$ cat src/rtl/endstop_pio_debounced.sv
// endstop_pio_debounced
// Avalon-MM slave that synchronises, debounces and edge-latches WIDTH endstop
// inputs, and raises a maskable level interrupt.
// Optional feature: define ENDSTOPS_POLARITY_EN to get a per-channel polarity
// register at address 3. Without it, POL reads 0 and the level is not inverted.
module endstop_pio_debounced #(
   parameter int WIDTH           = 6,
   parameter int DEBOUNCE_CYCLES = 16,
   parameter int EDGE_MODE       = 0,
   parameter int IDLE_LEVEL      = 0
) (
   input  logic             clk,
   input  logic             reset_n,
   input  logic [1:0]       address,
   input  logic             chipselect,
   input  logic             write_n,
   input  logic [31:0]      writedata,
   input  logic [WIDTH-1:0] in_port,
   output logic [31:0]      readdata,
   output logic             irq
);

   localparam int CW = $clog2(DEBOUNCE_CYCLES + 1);
   localparam logic [CW-1:0] CNT_LAST = CW'(DEBOUNCE_CYCLES - 1);
   localparam logic [WIDTH-1:0] IDLE_VEC = (IDLE_LEVEL != 0) ? {WIDTH{1'b1}} : {WIDTH{1'b0}};

   logic [WIDTH-1:0] sync1;
   logic [WIDTH-1:0] sync2;
   logic [WIDTH-1:0] stable;
   logic [WIDTH-1:0] stable_next;
   logic [CW-1:0]    cnt      [WIDTH];
   logic [CW-1:0]    cnt_next [WIDTH];
   logic [WIDTH-1:0] mask;
   logic [WIDTH-1:0] capture;
   logic [WIDTH-1:0] capture_next;
   logic [WIDTH-1:0] polarity;
   logic [WIDTH-1:0] level;
   logic [WIDTH-1:0] level_next;
   logic [WIDTH-1:0] rise;
   logic [WIDTH-1:0] fall;
   logic [WIDTH-1:0] edge_hit;
   logic [WIDTH-1:0] clear_bits;
   logic [31:0]      rd_mux;
   logic             wr;

   assign wr = chipselect & ~write_n;

   generate
      if (WIDTH < 32) begin : g_unused_wdata
         logic unused_wdata;
         assign unused_wdata = &{1'b0, writedata[31:WIDTH]};
      end
   endgenerate

   // Debounce: count consecutive mismatches, accept the new value on the last one
   always_comb begin
      stable_next = stable;
      for (int i = 0; i < WIDTH; i++) begin
         cnt_next[i] = '0;
         if (sync2[i] != stable[i]) begin
            if (cnt[i] == CNT_LAST) begin
               stable_next[i] = sync2[i];
            end else begin
               cnt_next[i] = cnt[i] + 1'b1;
            end
         end
      end
   end

   // Two-flop synchroniser, accepted level and debounce counters
   always_ff @(posedge clk or negedge reset_n) begin
      if (!reset_n) begin
         sync1  <= IDLE_VEC;
         sync2  <= IDLE_VEC;
         stable <= IDLE_VEC;
         for (int i = 0; i < WIDTH; i++) cnt[i] <= '0;
      end else begin
         sync1  <= in_port;
         sync2  <= sync1;
         stable <= stable_next;
         for (int i = 0; i < WIDTH; i++) cnt[i] <= cnt_next[i];
      end
   end

`ifdef ENDSTOPS_POLARITY_EN
   // Polarity register; a write only changes the view, never creates an edge
   always_ff @(posedge clk or negedge reset_n) begin
      if (!reset_n) begin
         polarity <= '0;
      end else if (wr && address == 2'd3) begin
         polarity <= writedata[WIDTH-1:0];
      end
   end
`else
   assign polarity = '0;
`endif

   // Edge detection uses the current polarity on both sides of the compare
   always_comb begin
      level      = stable ^ polarity;
      level_next = stable_next ^ polarity;
      rise       = ~level & level_next;
      fall       = level & ~level_next;
      case (EDGE_MODE)
         0:       edge_hit = rise;
         1:       edge_hit = fall;
         default: edge_hit = rise | fall;
      endcase
      clear_bits   = (wr && address == 2'd2) ? writedata[WIDTH-1:0] : '0;
      capture_next = (capture & ~clear_bits) | edge_hit;
   end

   // Mask and edge capture registers; a new edge beats a same-cycle clear
   always_ff @(posedge clk or negedge reset_n) begin
      if (!reset_n) begin
         mask    <= '0;
         capture <= '0;
      end else begin
         capture <= capture_next;
         if (wr && address == 2'd1) mask <= writedata[WIDTH-1:0];
      end
   end

   // Zero-extended read mux, sampled every clock
   always_comb begin
      rd_mux = '0;
      case (address)
         2'd0:    rd_mux[WIDTH-1:0] = level;
         2'd1:    rd_mux[WIDTH-1:0] = mask;
         2'd2:    rd_mux[WIDTH-1:0] = capture;
         default: rd_mux[WIDTH-1:0] = polarity;
      endcase
   end

   // Registered read data, one clock of latency
   always_ff @(posedge clk or negedge reset_n) begin
      if (!reset_n) begin
         readdata <= '0;
      end else begin
         readdata <= rd_mux;
      end
   end

   assign irq = |(capture & mask);

endmodule

$ cat config.mk
export PLATFORM = sky130hd
export DESIGN_NAME = endstop_pio_debounced
export DESIGN_NICKNAME = d
export VERILOG_FILES = /design/src/rtl/endstop_pio_debounced.sv
export SDC_FILE = /design/constraint.sdc
export NUM_CORES = 1
export LEC_CHECK = 0
export CAP_MARGIN = 20
export CORE_MARGIN = 4
export CORE_UTILIZATION = 51
export CTS_CLUSTER_SIZE = 12
export DETAILED_ROUTE_END_ITERATION = 10
export GPL_TIMING_DRIVEN = 0
export PLACE_DENSITY = 0.93
export SLEW_MARGIN = 0
export SYNTH_ARGS = -nofsm -noshare
export SYNTH_HDL_FRONTEND = slang
export SYNTH_SLANG_ARGS = --single-unit
export TNS_END_PERCENT = 50
$ cat constraint.sdc
create_clock -name clk -period 2 [get_ports clk]
set_input_delay 0.3 -clock clk [delete_from_list [all_inputs] [get_ports clk]]
set_output_delay 0.3 -clock clk [all_outputs]
set_load 0.03 [all_outputs]
# [Yosys cells after proc, flatten, opt, wreduce, memory -nomap -nowiden]
# Cells that the tools add are included.
[totals] reg_bits=66 input_bits=44 output_inout_bits=33 elab_cells=70
[classes] addsub=6 n_eq_ne=14 n_mux=26 bitwise=8 n_reduce_logical=4
[ops] operator="2-to-1 mux 5 bit" n=12
[ops] operator="adder 5 x 1 -> 5 bit, second input constant" n=6
[ops] operator="== test 5 x 4 -> 1 bit, second input constant" n=6
[ops] operator="AND 6 bit" n=3
[ops] operator="case mux 6 bit (3 select lines)" n=1
[ops] operator="2-to-1 mux 1 bit" n=12
[ops] operator="inverter 6 bit" n=2
[ops] operator="2-to-1 mux 6 bit" n=1
[ops] operator="!= test 1 bit" n=6
[ops] operator="bitwise OR 6 bit" n=1
[ops] operator="OR reduction 6 bit" n=1
[ops] operator="== test 2 x 1 -> 1 bit, second input constant" n=1
[ops] operator="== test 2 bit, second input constant" n=1
[ops] operator="logical AND 1 bit" n=2
[ops] operator="zero test 2 bit" n=1
[ops] operator="AND 1 bit" n=1
[ops] operator="inverter 1 bit" n=1

# [Depth between registers and ports, before layout]
[logic_depth] word_depth=7 depth_mapped=4 mapped_depth_nobuf=4

# [Least setup slack after synthesis]
# No wires, ideal clock.
[synth_path] kind="register to register" from="reg cnt[15] (netlist bit)" to="reg stable[2], in the netlist level[2]" setup_ns=0.125 arrival_time_ns=1.080 t_required_ns=1.875 slack_ns=0.796 stages_incl_launch_ff=5 path_buffers=0 synth_period_minus_slack_ns=1.204 cell_sequence="dfrtp_1 > ha_1 > nand3_1 > nor2_1 > mux2_2"
[synth_via] elab_chain_cells=3
[synth_rtl] item="start, declared" line="31" rtl="logic [CW-1:0] cnt [WIDTH];"
[synth_rtl] item="== test 5 x 4 -> 1 bit" line="61" rtl="if (cnt[i] == CNT_LAST) begin"
[synth_rtl] item="2-to-1 mux 1 bit" line="61"
[synth_rtl] item="2-to-1 mux 1 bit" line="60" rtl="if (sync2[i] != stable[i]) begin"
[synth_rtl] item="named net level_next[2]" line="38" rtl="logic [WIDTH-1:0] level_next;"
[synth_rtl] item="end signal, assigned" line="80" rtl="stable <= stable_next;"
[synth_rtl] item="end, declared" line="29" rtl="logic [WIDTH-1:0] stable;"
# The timed path passes the listed nets, and every way through them passes these cells.
# A chain may end at the register's enable or synchronous reset.

# [Final worst setup path]
[layout_path] from="reg readdata[5]" to="out readdata[5]"
[layout_lines] item="start, declared" line="19" rtl="output logic [31:0] readdata,"
[layout_lines] item="start signal, assigned" line="140" rtl="readdata <= rd_mux;"
# No word-level cell between the ends.

==> out/results.tsv <==
metric	value	unit
synth_xor_xnor_area_share	5.60	%
yosys_warnings	0	
die-area	6770	um2
path_buf_inv	1	
dieWidth	82.3	um
crit_cells	1	
power_density	802	nW/um2
cts-root-buf	clkbuf_8	
diodes	0	
nets	342	
vias	1745	
finClkSkew	0.00360	ns
yosysUniqueCellTypes	21	
critPathCaptureType	output pin	
initial_utilization	53.7	%
wl	4640	um
worstPathCellList	clkdlybuf4s50_1	
coreArea	5240	um2
areaGrowthSynthToFinish	21.4	%
arrival	1.35	ns
clock_latency	0.34	ns
setup_viol_count_final	0	
drive_gt1_share	18.9	%
nFillCells	387	
cp_max_fo	1	
firstDrtPassIters	4	
cts_tree	done	
final_core_util	65.2	%
worst_slew_pin_slew	0.533	ns
drc	0	
dp_cells	350	
cts.path.max_buffers	2	
maxCapViolCount	0	
drt_iter0_drc	114	
io_buffers	23	
grt_use_total	16.2	%
grt_pass1_wl	7890	um
relSlewSlack	64.5	%
cts.sink_count	66	
critPathRequiredTime	1.70	ns
synth_fa_ha_area_share	2.67	%
die_h	82.3	um
holdPathStages	3	
fin_crit_sh	82.6	%
muxShareOfSynthArea	7.74	%
rows	26	
antenna_found_initial	0	
place_congestion	0.770	
status	finished, final reports clean	
cts.htree.levels	3	
avgSynthCellArea	12.2	um2
grt-ovfl-total	0	
syn_area	2810	um2
rsz0062_at_grt	false	
path_delay_family	buffers and inverters	
synth_top_family_by_area	simple AND/OR/NAND/NOR gates	
num_io_pins	77	
ys_seq_elements	66	
regArea	1650	um2
fmax	606	MHz
hpwl	3340	um
antenna_left	0	
path_clk_slew	0.06	ns
final_cells	367	
final-max-slew-violation-count	0	
multiInputGateArea	1000	um2
slowest_stage	clkdlybuf4s50_1	
slowest_delay	0.68	ns
cts-buffers-inserted	9	
min_period	1.65	ns
grt_pass1_vias	1760	
synth-simple-area-share	11.2	%
crit_type	reg -> out	
syn_inst	231	
critPathLaunchType	register	
avgRoutedWirePerCell	12.7	um
grt_max_degree	44	
reg2reg_depth	4	
p_leak	1.77	nW
peakVddDrop	0.437	mV
cts_setup_buffers	0	
synth_seq_area_share	58.7	%
hold_path.class	in -> reg	
finalHoldViolCount	0	
synth_compound_area_share	5.07	%
viasPerCell	4.75	
==> cell usage after synthesis <==
cell type	number	area [um2]
and4bb_1	1	12.5
mux2_4	6	90.1
ha_1	6	75.1
inv_1	9	33.8
a22oi_1	3	22.5
buf_6	2	22.5
and3_1	6	37.5
xor2_1	18	158
mux2_2	6	67.6
mux2i_1	6	60.1
dfrtp_1	66	1650
conb_1	1	3.75
nor2b_1	1	6.26
nand2_1	12	45.0
and4bb_2	1	12.5
buf_4	26	195
and2_1	9	56.3
a32o_1	6	60.1
nand3_1	13	65.1
o21ai_0	12	60.1
nor2_1	21	78.8
==> registers in the layout, summed over array words and instances, names as in the netlist <==
register / cells
mask: 6
readdata: 6
sync1: 6
cnt: 30
level: 6
capture: 6
sync2: 6
==> repair_timing <==
action / 4_1_cts / 5_1_grt
hold endpoints to repair: 23 / 0
endpoints found under the setup margin: 0 / 1
resized for setup: 0 / 1
hold buffers: 1 / 0
==> area by class of cell <==
class	instances	area share (%)
tap	70	2.56
clock inverter	3	0.439
buffer	28	6.37
clock buffer	13	4.36
sequential	66	48.3
inverter	9	0.989
timing repair buffer	25	7.54
multi-input combinational	153	29.4
==> layout by cell type (no fill, tap or decap), types with 6 or more instances in the layout <==
cell type        instances
a32o_1                   6
and2_1                   9
and3_1                   6
buf_4                   26
clkbuf_8                10
clkdlybuf4s50_1         21
conb_1                  26
dfrtp_1                 66
ha_1                     6
inv_1                    9
mux2_2                   6
mux2_4                   6
mux2i_1                  6
nand2_1                 12
nand3_1                 13
nor2_1                  21
o21ai_0                 12
xor2_1                  18
==> where the power goes <==
| part | switching [mW] | total (mW) | leakage (nW) | internal, mW |
|---|---|---|---|---|
| sequential | 0.0553 | 1.47 | 0.864 | 1.41 |
| clock | 0.450 | 0.928 | 0.0872 | 0.478 |
| combinational | 0.182 | 0.343 | 0.819 | 0.162 |
| total | 0.687 | 2.74 | 1.77 | 2.05 |
==> per-stage QoR <==
| step | hold WS (ns) | worst slack (ns) | power (mW) | cell area, um2 | setup TNS [ns] |
|---|---|---|---|---|---|
| after floorplan | 0.00441 | 0.796 | 1.71 | 2910 | 0 |
| after global placement | 0.333 | -1.37 | 1.82 | 3230 | -90.05 |
| after detailed placement | 0.313 | 0.251 | 1.84 | 3240 | 0 |
| after CTS | 0.325 | 0.0516 | 2.77 | 3410 | 0 |
| after global routing | 0.357 | 0.310 | 2.87 | 3420 | 0 |
| final | 0.341 | 0.349 | 2.74 | 3420 | 0 |
==> cells by family after synthesis <==
family                     after synthesis
DFF                                     66
xor gates and xnor gates                18
muxes                                   18
other                                    1
buffers and inverters                   37
adders and majority gates                6
AOI/OAI and AO/OA                       21
and+or+nand+nor                         64
==> path summary, 6_finish.rpt <==
check | end | slack [ns] | start
worst min-delay path | readdata[4]$_DFF_PN0_ | 0.34 | address[0]
max in group asynchronous | cnt[25]$_DFF_PN0_ | 0.93 | reset_n
min in group asynchronous | cnt[4]$_DFF_PN0_ | 0.47 | reset_n
worst min register to register | sync2[1]$_DFF_PN0_ | 0.35 | sync1[1]$_DFF_PN0_
worst max-delay path | readdata[5] | 0.35 | readdata[5]$_DFF_PN0_
worst max register to register | level[4]$_DFF_PN0_ | 0.67 | cnt[5]$_DFF_PN0_
==> per-layer routing <==
layer	up-vias	share of wire, %	track usage (%)
met5	-	0	0
met4	0	3.5	12.3
met3	16	6.1	4.88
met2	60	49	25.3
met1	822	41	18.7
li1	847	-	-
No activity file was read; power rests on OpenSTA's default activity.
